File: src/rtl/fetch_sequencer_if.sv
// Fetch-side bundle: instruction memory port, decode handshake, redirect and status.
// master = sequencer, slave = memory/decode environment.
interface fetch_sequencer_if #(
    parameter int ADDR_W  = 6,
    parameter int INSTR_W = 32,
    parameter int CNT_W   = 16
);
    logic               start;
    logic [ADDR_W-1:0]  imem_addr;
    logic [INSTR_W-1:0] imem_data;
    logic               ir_valid;
    logic               ir_ready;
    logic [INSTR_W-1:0] ir_data;
    logic [ADDR_W-1:0]  ir_pc;
    logic               redirect_valid;
    logic [ADDR_W-1:0]  redirect_target;
    logic               busy;
    logic               halted;
    logic [CNT_W-1:0]   fetch_cnt;

    modport master (
        input  start, imem_data, ir_ready, redirect_valid, redirect_target,
        output imem_addr, ir_valid, ir_data, ir_pc, busy, halted, fetch_cnt
    );

    modport slave (
        output start, imem_data, ir_ready, redirect_valid, redirect_target,
        input  imem_addr, ir_valid, ir_data, ir_pc, busy, halted, fetch_cnt
    );
endinterface

File: src/rtl/fetch_sequencer.sv
// Instruction fetch sequencer: owns the PC, registers memory words into an
// instruction register and hands them to decode over valid/ready.
module fetch_sequencer #(
    parameter int                  ADDR_W    = 6,
    parameter int                  INSTR_W   = 32,
    parameter logic [ADDR_W-1:0]   RESET_PC  = {ADDR_W{1'b0}},
    parameter logic [INSTR_W-1:0]  HALT_WORD = {INSTR_W{1'b0}},
    parameter int                  CNT_W     = 16
) (
    input  logic               clk,
    input  logic               rst_n,
    fetch_sequencer_if.master  bus
);

    typedef enum logic [1:0] {
        ST_IDLE  = 2'd0,
        ST_FETCH = 2'd1,
        ST_HALT  = 2'd2
    } state_t;

    state_t             r_state;
    state_t             w_next_state;
    logic               r_busy;
    logic               r_halted;
    logic               w_busy_d;
    logic               w_halted_d;

    logic [ADDR_W-1:0]  r_pc;
    logic               r_ir_valid;
    logic [INSTR_W-1:0] r_ir_data;
    logic [ADDR_W-1:0]  r_ir_pc;
    logic [CNT_W-1:0]   r_fetch_cnt;

    logic               w_in_fetch;
    logic               w_redirect;
    logic               w_capture;
    logic               w_is_halt;

    assign w_in_fetch = (r_state == ST_FETCH);
    assign w_is_halt  = (bus.imem_data == HALT_WORD);
    // start outranks redirect, which outranks capture
    assign w_redirect = w_in_fetch && !bus.start && bus.redirect_valid;
    assign w_capture  = w_in_fetch && !bus.start && !bus.redirect_valid
                        && (!r_ir_valid || bus.ir_ready);

    // State register plus registered status flags
    always_ff @(posedge clk or negedge rst_n) begin
        if (!rst_n) begin
            r_state  <= ST_IDLE;
            r_busy   <= 1'b0;
            r_halted <= 1'b0;
        end else begin
            r_state  <= w_next_state;
            r_busy   <= w_busy_d;
            r_halted <= w_halted_d;
        end
    end

    // Next-state decode
    always_comb begin
        w_next_state = r_state;
        case (r_state)
            ST_IDLE: begin
                if (bus.start) w_next_state = ST_FETCH;
                else           w_next_state = ST_IDLE;
            end
            ST_FETCH: begin
                if (w_capture && w_is_halt) w_next_state = ST_HALT;
                else                        w_next_state = ST_FETCH;
            end
            ST_HALT: begin
                if (bus.start) w_next_state = ST_FETCH;
                else           w_next_state = ST_HALT;
            end
            default: w_next_state = ST_IDLE;
        endcase
    end

    // Status outputs decoded from the upcoming state so the flops track the state register
    always_comb begin
        w_busy_d   = 1'b0;
        w_halted_d = 1'b0;
        case (w_next_state)
            ST_FETCH: w_busy_d   = 1'b1;
            ST_HALT:  w_halted_d = 1'b1;
            default: begin
                w_busy_d   = 1'b0;
                w_halted_d = 1'b0;
            end
        endcase
    end

    // PC, instruction register and issue counter
    always_ff @(posedge clk or negedge rst_n) begin
        if (!rst_n) begin
            r_pc        <= RESET_PC;
            r_ir_valid  <= 1'b0;
            r_ir_data   <= {INSTR_W{1'b0}};
            r_ir_pc     <= {ADDR_W{1'b0}};
            r_fetch_cnt <= {CNT_W{1'b0}};
        end else if (bus.start) begin
            r_pc        <= RESET_PC;
            r_ir_valid  <= 1'b0;
            r_fetch_cnt <= {CNT_W{1'b0}};
        end else if (w_redirect) begin
            r_pc       <= bus.redirect_target;
            r_ir_valid <= 1'b0;
        end else if (w_capture) begin
            if (w_is_halt) begin
                // capture implies any held word was just accepted, so the register empties
                r_ir_valid <= 1'b0;
            end else begin
                r_ir_data   <= bus.imem_data;
                r_ir_pc     <= r_pc;
                r_ir_valid  <= 1'b1;
                r_pc        <= r_pc + {{(ADDR_W-1){1'b0}}, 1'b1};
                if (!(&r_fetch_cnt)) begin
                    r_fetch_cnt <= r_fetch_cnt + {{(CNT_W-1){1'b0}}, 1'b1};
                end else begin
                    r_fetch_cnt <= r_fetch_cnt;
                end
            end
        end else if (!w_in_fetch && r_ir_valid && bus.ir_ready) begin
            r_ir_valid <= 1'b0;
        end else begin
            r_ir_valid <= r_ir_valid;
        end
    end

    assign bus.imem_addr = r_pc;
    assign bus.ir_valid  = r_ir_valid;
    assign bus.ir_data   = r_ir_data;
    assign bus.ir_pc     = r_ir_pc;
    assign bus.busy      = r_busy;
    assign bus.halted    = r_halted;
    assign bus.fetch_cnt = r_fetch_cnt;

endmodule

File: src/flat_wrapper.sv
// flat-port wrapper written by rule: the top's interface ports become plain ports
module fetch_sequencer_flat 
#(
    parameter int                  ADDR_W    = 6,
    parameter int                  INSTR_W   = 32,
    parameter logic [ADDR_W-1:0]   RESET_PC  = {ADDR_W{1'b0}},
    parameter logic [INSTR_W-1:0]  HALT_WORD = {INSTR_W{1'b0}},
    parameter int                  CNT_W     = 16
)
  (clk, rst_n, bus_start, bus_imem_data, bus_ir_ready, bus_redirect_valid, bus_redirect_target, bus_imem_addr, bus_ir_valid, bus_ir_data, bus_ir_pc, bus_busy, bus_halted, bus_fetch_cnt);
  fetch_sequencer_if #(.ADDR_W(ADDR_W), .INSTR_W(INSTR_W), .CNT_W(CNT_W)) bus_i ();
  input  logic clk;
  input  logic rst_n;
  input wire logic [$bits(bus_i.start)-1:0] bus_start;
  input wire logic [$bits(bus_i.imem_data)-1:0] bus_imem_data;
  input wire logic [$bits(bus_i.ir_ready)-1:0] bus_ir_ready;
  input wire logic [$bits(bus_i.redirect_valid)-1:0] bus_redirect_valid;
  input wire logic [$bits(bus_i.redirect_target)-1:0] bus_redirect_target;
  output wire logic [$bits(bus_i.imem_addr)-1:0] bus_imem_addr;
  output wire logic [$bits(bus_i.ir_valid)-1:0] bus_ir_valid;
  output wire logic [$bits(bus_i.ir_data)-1:0] bus_ir_data;
  output wire logic [$bits(bus_i.ir_pc)-1:0] bus_ir_pc;
  output wire logic [$bits(bus_i.busy)-1:0] bus_busy;
  output wire logic [$bits(bus_i.halted)-1:0] bus_halted;
  output wire logic [$bits(bus_i.fetch_cnt)-1:0] bus_fetch_cnt;
  assign bus_i.start = bus_start;
  assign bus_i.imem_data = bus_imem_data;
  assign bus_i.ir_ready = bus_ir_ready;
  assign bus_i.redirect_valid = bus_redirect_valid;
  assign bus_i.redirect_target = bus_redirect_target;
  assign bus_imem_addr = bus_i.imem_addr;
  assign bus_ir_valid = bus_i.ir_valid;
  assign bus_ir_data = bus_i.ir_data;
  assign bus_ir_pc = bus_i.ir_pc;
  assign bus_busy = bus_i.busy;
  assign bus_halted = bus_i.halted;
  assign bus_fetch_cnt = bus_i.fetch_cnt;
  fetch_sequencer #(.ADDR_W(ADDR_W), .INSTR_W(INSTR_W), .RESET_PC(RESET_PC), .HALT_WORD(HALT_WORD), .CNT_W(CNT_W)) u_core (.clk(clk), .rst_n(rst_n), .bus(bus_i));
endmodule
File: config.mk
export PLATFORM = sky130hd
export DESIGN_NAME = fetch_sequencer_flat
export DESIGN_NICKNAME = d
export VERILOG_FILES = /design/src/rtl/fetch_sequencer_if.sv /design/src/rtl/fetch_sequencer.sv /design/src/flat_wrapper.sv
export SDC_FILE = /design/constraint.sdc
export NUM_CORES = 1
export LEC_CHECK = 0
export CORE_AREA = 2 2 82 84
export DETAILED_ROUTE_END_ITERATION = 8
export DIE_AREA = 0 0 84 86
export PLACE_DENSITY = 0.87
export REMOVE_ABC_BUFFERS = 1
export SLEW_MARGIN = 20
export SYNTH_ARGS = -nofsm -noshare
export SYNTH_HDL_FRONTEND = slang
export SYNTH_SLANG_ARGS = --single-unit
File: constraint.sdc
create_clock -name clk -period 4.4 [get_ports clk]
set_input_delay 0.66 -clock clk [delete_from_list [all_inputs] [get_ports clk]]
set_output_delay 0.66 -clock clk [all_outputs]
set_load 0.05 [all_outputs]
## Yosys cells after proc, flatten, opt, wreduce, memory -nomap -nowiden

Cells that the tools add are included.

| cells by class | value |
|---|---|
| add/sub/neg operators | 2 |
| equal/unequal tests | 8 |
| muxes and demuxes | 20 |
| bitwise operators | 3 |
| reduce and logical (&&, ||, !) cells | 21 |

Operator list:

| operator | count |
|---|---|
| 2-to-1 mux 16 bit | 5 |
| zero test 32 bit | 1 |
| 2-to-1 mux 6 bit | 4 |
| adder 16 x 1 -> 16 bit (second input constant) | 1 |
| AND reduction 16 bit | 1 |
| 2-to-1 mux 1 bit | 8 |
| AND reduction 4 bit | 2 |
| logical AND 1 bit | 7 |
| adder 6 x 1 -> 6 bit (second input constant) | 1 |
| != test 2 bit (second input constant) | 3 |
| one-hot mux 2 bit (3 select lines) | 1 |
| == test 2 x 1 -> 1 bit (second input constant) | 2 |
| == test 2 bit (second input constant) | 2 |
| zero test 1 bit | 4 |
| 2-to-1 mux 2 bit | 2 |
| nonzero test 4 bit | 1 |
| != test 3 x 2 -> 1 bit (second input constant) | 1 |
| inverter 1 bit | 3 |
| nonzero test 3 bit | 1 |
| zero test 2 bit | 1 |
| AND reduction 2 bit | 1 |
| nonzero test 2 bit | 1 |
| logical OR 1 bit | 1 |

| storage, ports and cells | value |
|---|---|
| register bits | 65 |
| input bits | 43 |
| output and inout port bits | 63 |
| word-level logic and storage cells | 62 |

## Longest topological paths before layout

Gate-level depths: netlist of run 1.

| depth | value |
|---|---|
| depth after elaboration | 9 |
| gate-level depth with buffers | 9 |
| depth with buffers taken out | 6 |

## Least setup slack after synthesis of run 1

Ideal clock, no wire load.

| timing | value |
|---|---|
| kind | register to register |
| from | register u_core.r_fetch_cnt[0] (netlist: u_core.bus.fetch_cnt[0]) |
| to | register u_core.r_fetch_cnt[0] (netlist: u_core.bus.fetch_cnt[0]) |
| setup time | 78 ps |
| arrival | 2269 ps |
| data required time | 4322 ps |
| setup slack | 2053 ps |
| stages on the path, launching flop included | 10 |
| cell sequence | dfrtp_1 -> ha_1 -> and2_1 -> and4_1 -> and3_1 -> buf_2 -> buf_2 -> clkbuf_1 -> o21ai_0 -> a21oi_1 |

| on the way | value |
|---|---|
| word-level cells in the longest chain between the ends | 6 |
| elaborated cells between the ends (all ways) | 9 |
| those cells by class | add/sub (1); eq/ne (1); mux (5); reduce/logical (2) |

Ends and longest elaborated chain:

| item | line | text |
|---|---|---|
| start: declaration | fetch_sequencer.sv:32 | `logic [CNT_W-1:0] r_fetch_cnt;` |
| start signal: assignment | fetch_sequencer.sv:100 | `r_fetch_cnt <= {CNT_W{1'b0}};` |
| start signal: assignment | fetch_sequencer.sv:104 | `r_fetch_cnt <= {CNT_W{1'b0}};` |
| start signal: assignment | fetch_sequencer.sv:118 | `r_fetch_cnt <= r_fetch_cnt + {{(CNT_W-1){1'b0}}, 1'b1};` |
| adder 16 x 1 -> 16 bit | fetch_sequencer.sv:118 |  |
| 2-to-1 mux 16 bit | fetch_sequencer.sv:117 | `if (!(&r_fetch_cnt)) begin` |
| 2-to-1 mux 16 bit | fetch_sequencer.sv:109 | `if (w_is_halt) begin` |
| 2-to-1 mux 16 bit | fetch_sequencer.sv:108 | `end else if (w_capture) begin` |
| 2-to-1 mux 16 bit | fetch_sequencer.sv:105 | `end else if (w_redirect) begin` |
| 2-to-1 mux 16 bit | fetch_sequencer.sv:101 | `end else if (bus.start) begin` |

Several ways; a longest one is shown, not always the timed one. The select of a mux whose other input is x is not followed.
A chain may end at the register's enable or synchronous reset.

## Worst setup path after layout of run 1

| timing | value |
|---|---|
| from | input port bus_imem_data[10] |
| to | register u_core.r_pc[4] (netlist: u_core.bus.imem_addr[4]) |

| on the way | value |
|---|---|
| word-level cells in the longest chain between the ends | 3 |

Ends and longest elaborated chain:

| item | line | text |
|---|---|---|
| start: declaration | flat_wrapper.sv:15 | `input wire logic [$bits(bus_i.imem_data)-1:0] bus_imem_data;` |
| zero test 32 bit | fetch_sequencer.sv:40 | `assign w_is_halt = (bus.imem_data == HALT_WORD);` |
| != test 3 x 2 -> 1 bit (no source line) | n/a |  |
| AND reduction 2 bit (no source line) | n/a |  |
| end signal: assignment | fetch_sequencer.sv:106 | `r_pc <= bus.redirect_target;` |
| end signal: assignment | fetch_sequencer.sv:116 | `r_pc <= r_pc + {{(ADDR_W-1){1'b0}}, 1'b1};` |
| end: declaration | fetch_sequencer.sv:28 | `logic [ADDR_W-1:0] r_pc;` |

Every way passes these cells.

==> flow_metrics.tcl, run 1 <==
set metrics [dict create \
    startpoint_type "input pin" \
    ff_latch_area_um2 1630 \
    met3_length_um 383 \
    start_util 0.470 \
    dp_hpwl_um 5590 \
    antennaDiodeCount 0 \
    cts_root_buffer "clkbuf_8" \
    power.switching_uw 570 \
    fin_worst_skew_ns 0.0108 \
    fin_crit_sh 0.679 \
    die_y_um 86 \
    synth_top_cell_by_area "dfrtp_1" \
    drt-initial-drc-count 125 \
    dr_wl_met2_um 4080 \
    synth-async-reset-ratio 1.00 \
    cts_tree "built" \
    fmax_mhz 335 \
    period_needed_ns 2.99 \
    dp_slack_ns 1.09 \
    p_sw_frac 0.336 \
    drive_above_1_share 0.0559 \
    tns_ns 0 \
    track_usage 0.230 \
    combPwrFrac 0.281 \
    ys_types 41 \
    p_int_uw 1120 \
    hold_viol_final 0 \
    cts_buffers 9 \
    avgSynthCellArea_um2 9.19 \
    wl_met1_um 3300 \
    synthCells 321 \
    overflow 0 \
    finalSetupViolations 0 \
    p_clk_frac 0.311 \
    cts_max_level 3 \
    status "finished clean" \
    rsz0062_at_grt "no" \
    mostFrequentLayoutCells "nand2_1 (122), clkdlybuf4s50_1 (104), dfrtp_1 (65), nor2_1 (13), clkbuf_8 (12)" \
    viasPerCell 5.56 \
    final_util 0.680 \
    cts_post_setup_buffers_inserted 0 \
    grt_pass1_wl_um 13200 \
    maxCapViolations 0 \
    slew_headroom 0.388 \
    die_area_um2 7220 \
    antenna_found_initial 0 \
    wl_per_cell_um 15.7 \
    cp-end-kind "register" \
    slew_violations 0 \
    p_seq_frac 0.408 \
    synth_edf_count 0 \
    drc 0 \
    highest_layer "met4" \
    wirelength_um 7940 \
    nFillCells 482 \
    multiInputGateArea_um2 1250 \
    syn_area_um2 2950 \
    dr_total_vias 2814 \
    area_growth_pct 44.6 \
    worstPathArrival_ns 3.20 \
    yosysTopAreaCellShare 0.551 \
    yosys_warnings 0 \
    seq_area_frac_synth 0.551 \
    clock_latency_ns 0.34 \
    core_area_um2 6280 \
    gp_congestion 0.811 \
    row_count 29 \
    top_level_ports 106 \
    path_class "input pin to register" \
    clk_path_buf_depth 2 \
    p_leak_uw 0.00191 \
    grt_max_degree 54 \
    worst_slew_pin_slew_ns 0.919 \
    finalPower_uw 1690 \
    ys_ff_latch 65 \
    nets 469 \
    fin_ws_ns 1.41 \
    cts_num_sinks 65 \
    synth_area_leaders "dfrtp_1 (55%), nand2_1 (16%), nor4_1 (2.3%)" \
    die_x_um 84 \
    rrSetupSlack_ns 1.88 \
    io_buffers 105 \
    powerDensity_nw_per_um2 397 \
    crit_fanout 53 \
    ant_nets 0 \
    grt_pass1_vias 2645 \
    synth_ff_type "dfrtp_1" \
    ctsHoldBuffers 0 \
    cts.repair.resized 0 \
    layout_commonest_cell "nand2_1" \
    firstDrtPassIters 4 \
    path_clk_slew_ns 0.07 \
    hold_class "input pin to async pin" \
    crit_required_ns 4.61 \
    vdd_drop_max_uv 219 \
]
layout make-up:
type,count,share of cell area
inverter,2,0.00176
timing repair buffer,109,0.252
multi-input combinational,237,0.294
tap,77,0.0226
clock buffer,14,0.0405
sequential,65,0.381
clock inverter,2,0.00821
cell families after synthesis:
group,synth area share
flops,0.551
compound gates,0.105
fa+ha+maj,0.00848
buf+inv,0.0284
mux,0.00382
simple gates,0.297
xor+xnor,0.00594
worst max-delay path, stage by stage:
cell and delay (ns):
clkdlybuf4s50_1 0.42, nor4_1 0.38, and4_1 0.41, a21o_2 0.79
nor2_1 0.11, a2111oi_0 0.41
stage by stage:
step / hold slack [ns] / cells / cell area (um^2)
floorplan: 0.364 / 304 / 2870
global placement: 0.457 / 490 / 4060
detailed placement: 0.461 / 490 / 4060
CTS: 0.341 / 506 / 4270
global route: 0.365 / 506 / 4270
finish: 0.323 / 506 / 4270
Yosys cell counts (3+ instances only):
master    instances
nand2_1         122
dfrtp_1          65
nor2_1           13
a21oi_1          12
nor4_1           11
clkbuf_1          8
nand3_1           8
o31ai_1           7
and3_1            6
or4_1             6
and4_1            5
o41ai_1           5
a211oi_1          4
buf_1             4
buf_2             4
a21o_1            3
and2_1            3
o311ai_0          3
path summary, 6_finish.rpt:
kind | from | to | depth (start not counted)
max in group asynchronous | rst_n | u_core.r_state[1] | 2
max | bus_imem_data[10] | u_core.bus.imem_addr[4] | 6
min reg2reg | u_core.bus.ir_data[7] | u_core.bus.ir_data[7] | 2
min in group clk | u_core.bus.ir_data[7] | u_core.bus.ir_data[7] | 2
max reg2reg | u_core.r_state[1] | u_core.bus.fetch_cnt[5] | 5
min | rst_n | u_core.bus.ir_data[6] | 1
state kept, by name, summed over array words and instances, names as in the netlist:
signal,count
u_core.bus.busy,1
u_core.bus.fetch_cnt,16
u_core.bus.ir_data,32
u_core.bus.halted,1
u_core.bus.imem_addr,6
u_core.r_state,2
u_core.bus.ir_valid,1
u_core.bus.ir_pc,6
metal layers:
metal  vias up  track usage
met5         -            0
met4         0       0.0909
li1       1337            -
met3        22       0.0433
met1      1354        0.293
met2       101        0.390
power groups by stage:
stage	combinational (uW)	sequential [uW]	clock (uW)
after CTS	480	690	536
after floorplan	69.0	904	0
after detailed placement	478	701	0
after global routing	502	697	559
final	476	691	527
after global placement	471	698	0
Power figures use the tool's default switching activity.
==> inputs of run 2 (changes only) <==
Settings changed: CORE_AREA 2 2 82 84 to 2 2 89 91, DIE_AREA 0 0 84 86 to 0 0 91 93, PLACE_DENSITY 0.87 to 0.79.
Clock period 4.4 ns to 2.6 ns, I/O delays scaled along.
==> run 2 against run 1 <==
  * Sequential power up 69%
  * Die area up 17%
  * Count of clock-buffer cells in the layout unchanged
  * Worst setup slack worse by 1.2 ns
  * Critical path depth unchanged
  * Global-route usage down 3.1 points
  * Wire length down 0.81%
  * Flip-flop and latch count unchanged
  * Via count down 2.7%
==> flow_metrics.tcl, run 2 (same netlist as run 1, synthesis figures left out) <==
set metrics [dict create \
    status "finished clean" \
    grt_util_met3 0.0419 \
    top_level_ports 106 \
    dr_total_vias 2738 \
    core_area_um2 7530 \
    fin_hold_ws_ns 0.0912 \
    use_met1 0.258 \
    viasPerCell 5.04 \
    fin_worst_skew_ns 0.00684 \
    final_util 0.584 \
    cts_buffers 9 \
    r2r_cells 6 \
    fin_crit_sh 0.914 \
    crit_fanout 28 \
    gp_congestion 0.839 \
    die_area_um2 8460 \
    worst_slew_pin_slew_ns 0.815 \
    ctsHoldBuffers 0 \
    multiInputGateArea_um2 1250 \
    cts_root_buffer "clkbuf_8" \
    place_inst 527 \
    largest_reg_flops 32 \
    grt_pass1_vias 2752 \
    tns_ns 0 \
    grt_max_degree 32 \
    overflow 0 \
    fmax_mhz 421 \
    path_clk_slew_ns 0.07 \
    cp-startpoint "u_core.bus.fetch_cnt[0]" \
    hold_class "input pin to async pin" \
    period_needed_ns 2.38 \
    cts.repair.resized 0 \
    dp_hpwl_um 5740 \
    finalNonFillerCells 543 \
    cts_num_sinks 65 \
    vdd_drop_max_uv 336 \
    slew_violations 0 \
    row_count 32 \
    startpoint_type "register" \
    max_stage_delay_ns 0.45 \
    grt_pass1_wl_um 13400 \
    layout_commonest_cell "nand2_1" \
    antennaDiodeCount 0 \
    wirelength_um 7880 \
    use_met2 0.315 \
    rsz0062_at_grt "no" \
    mostFrequentLayoutCells "nand2_1 (122), clkdlybuf4s50_1 (104), dfrtp_1 (65), buf_4 (14)" \
    p_leak_uw 0.00197 \
    clock_latency_ns 0.34 \
    crit_required_ns 2.83 \
    cts_max_level 3 \
    worstPathArrival_ns 2.60 \
    die_x_um 91 \
    firstDrtPassIters 4 \
    drt-initial-drc-count 187 \
    ff_latch_area_um2 1630 \
    io_buffers 105 \
    slowest_stage "and3_1" \
    crit_chain "ha_1, and2_1, and4_1, and3_1, nor4_1, mux2_2" \
    hold_viol_final 0 \
    start_util 0.392 \
    drc 0 \
    wl_per_cell_um 14.5 \
    finalPower_uw 2810 \
    antenna_found_initial 0 \
    cts_post_setup_buffers_inserted 0 \
    die_y_um 93 \
    area_growth_pct 49.1 \
    path_class "register to register" \
    clk_path_buf_depth 2 \
    ant_nets 0 \
    track_usage 0.199 \
    nFillCells 697 \
    nets 481 \
    maxCapViolations 0 \
    drive_above_1_share 0.0839 \
    cp-end-kind "register" \
    slew_headroom 0.456 \
    r2r_start "u_core.bus.fetch_cnt[0]" \
    cts_tree "built" \
    busiest_layer "met2" \
    powerDensity_nw_per_um2 639 \
    finalSetupViolations 0 \
]
## run 2: final cells by class
type / instances / area share
clock inverters: 2 / 0.00228
multi-input cells: 237 / 0.285
inverters: 2 / 0.00171
flip-flops and latches: 65 / 0.370
clock buffers: 14 / 0.0415
well taps: 102 / 0.0290
repair buffers: 121 / 0.271
## run 2: power by group
group	total, uW	internal [uW]	leakage, uW	switching, uW
registers	1170	1110	0.000836	62.3
clock network	821	448	0.000102	373
logic	818	287	0.00103	531
## run 2: path summary, 6_finish.rpt
path | to | slack (ns)
max | u_core.bus.fetch_cnt[5] | 0.22
min | u_core.bus.fetch_cnt[6] | 0.09
max reg2reg | u_core.bus.fetch_cnt[5] | 0.22
min reg2reg | u_core.bus.ir_data[28] | 0.47
max in group asynchronous | u_core.bus.ir_data[20] | 1.72
min in group clk | u_core.bus.ir_data[28] | 0.47
## run 2: metal layers
layer	up-vias	routed length, um	share of wire
li1	1354	-	-
met1	1279	3520	0.45
met2	86	3680	0.47
met3	19	454	0.058
met4	0	229	0.029
met5	-	0	0
## run 2: per-stage QoR
| stage | worst slack (ns) | area, um^2 |
|---|---|---|
| global route | 0.0689 | 4400 |
| detailed placement | -0.0730 | 4210 |
| CTS | 0.225 | 4400 |
| finish | 0.224 | 4400 |
| global placement | -0.0160 | 4210 |
| floorplan | -0.984 | 2870 |
## run 2: critical path: cells and delay by family (launching register included)
family | cells | cell delay, ns
flops | 1 | 0.42
simple gates | 4 | 1.25
fa+ha+maj | 1 | 0.22
mux | 1 | 0.38
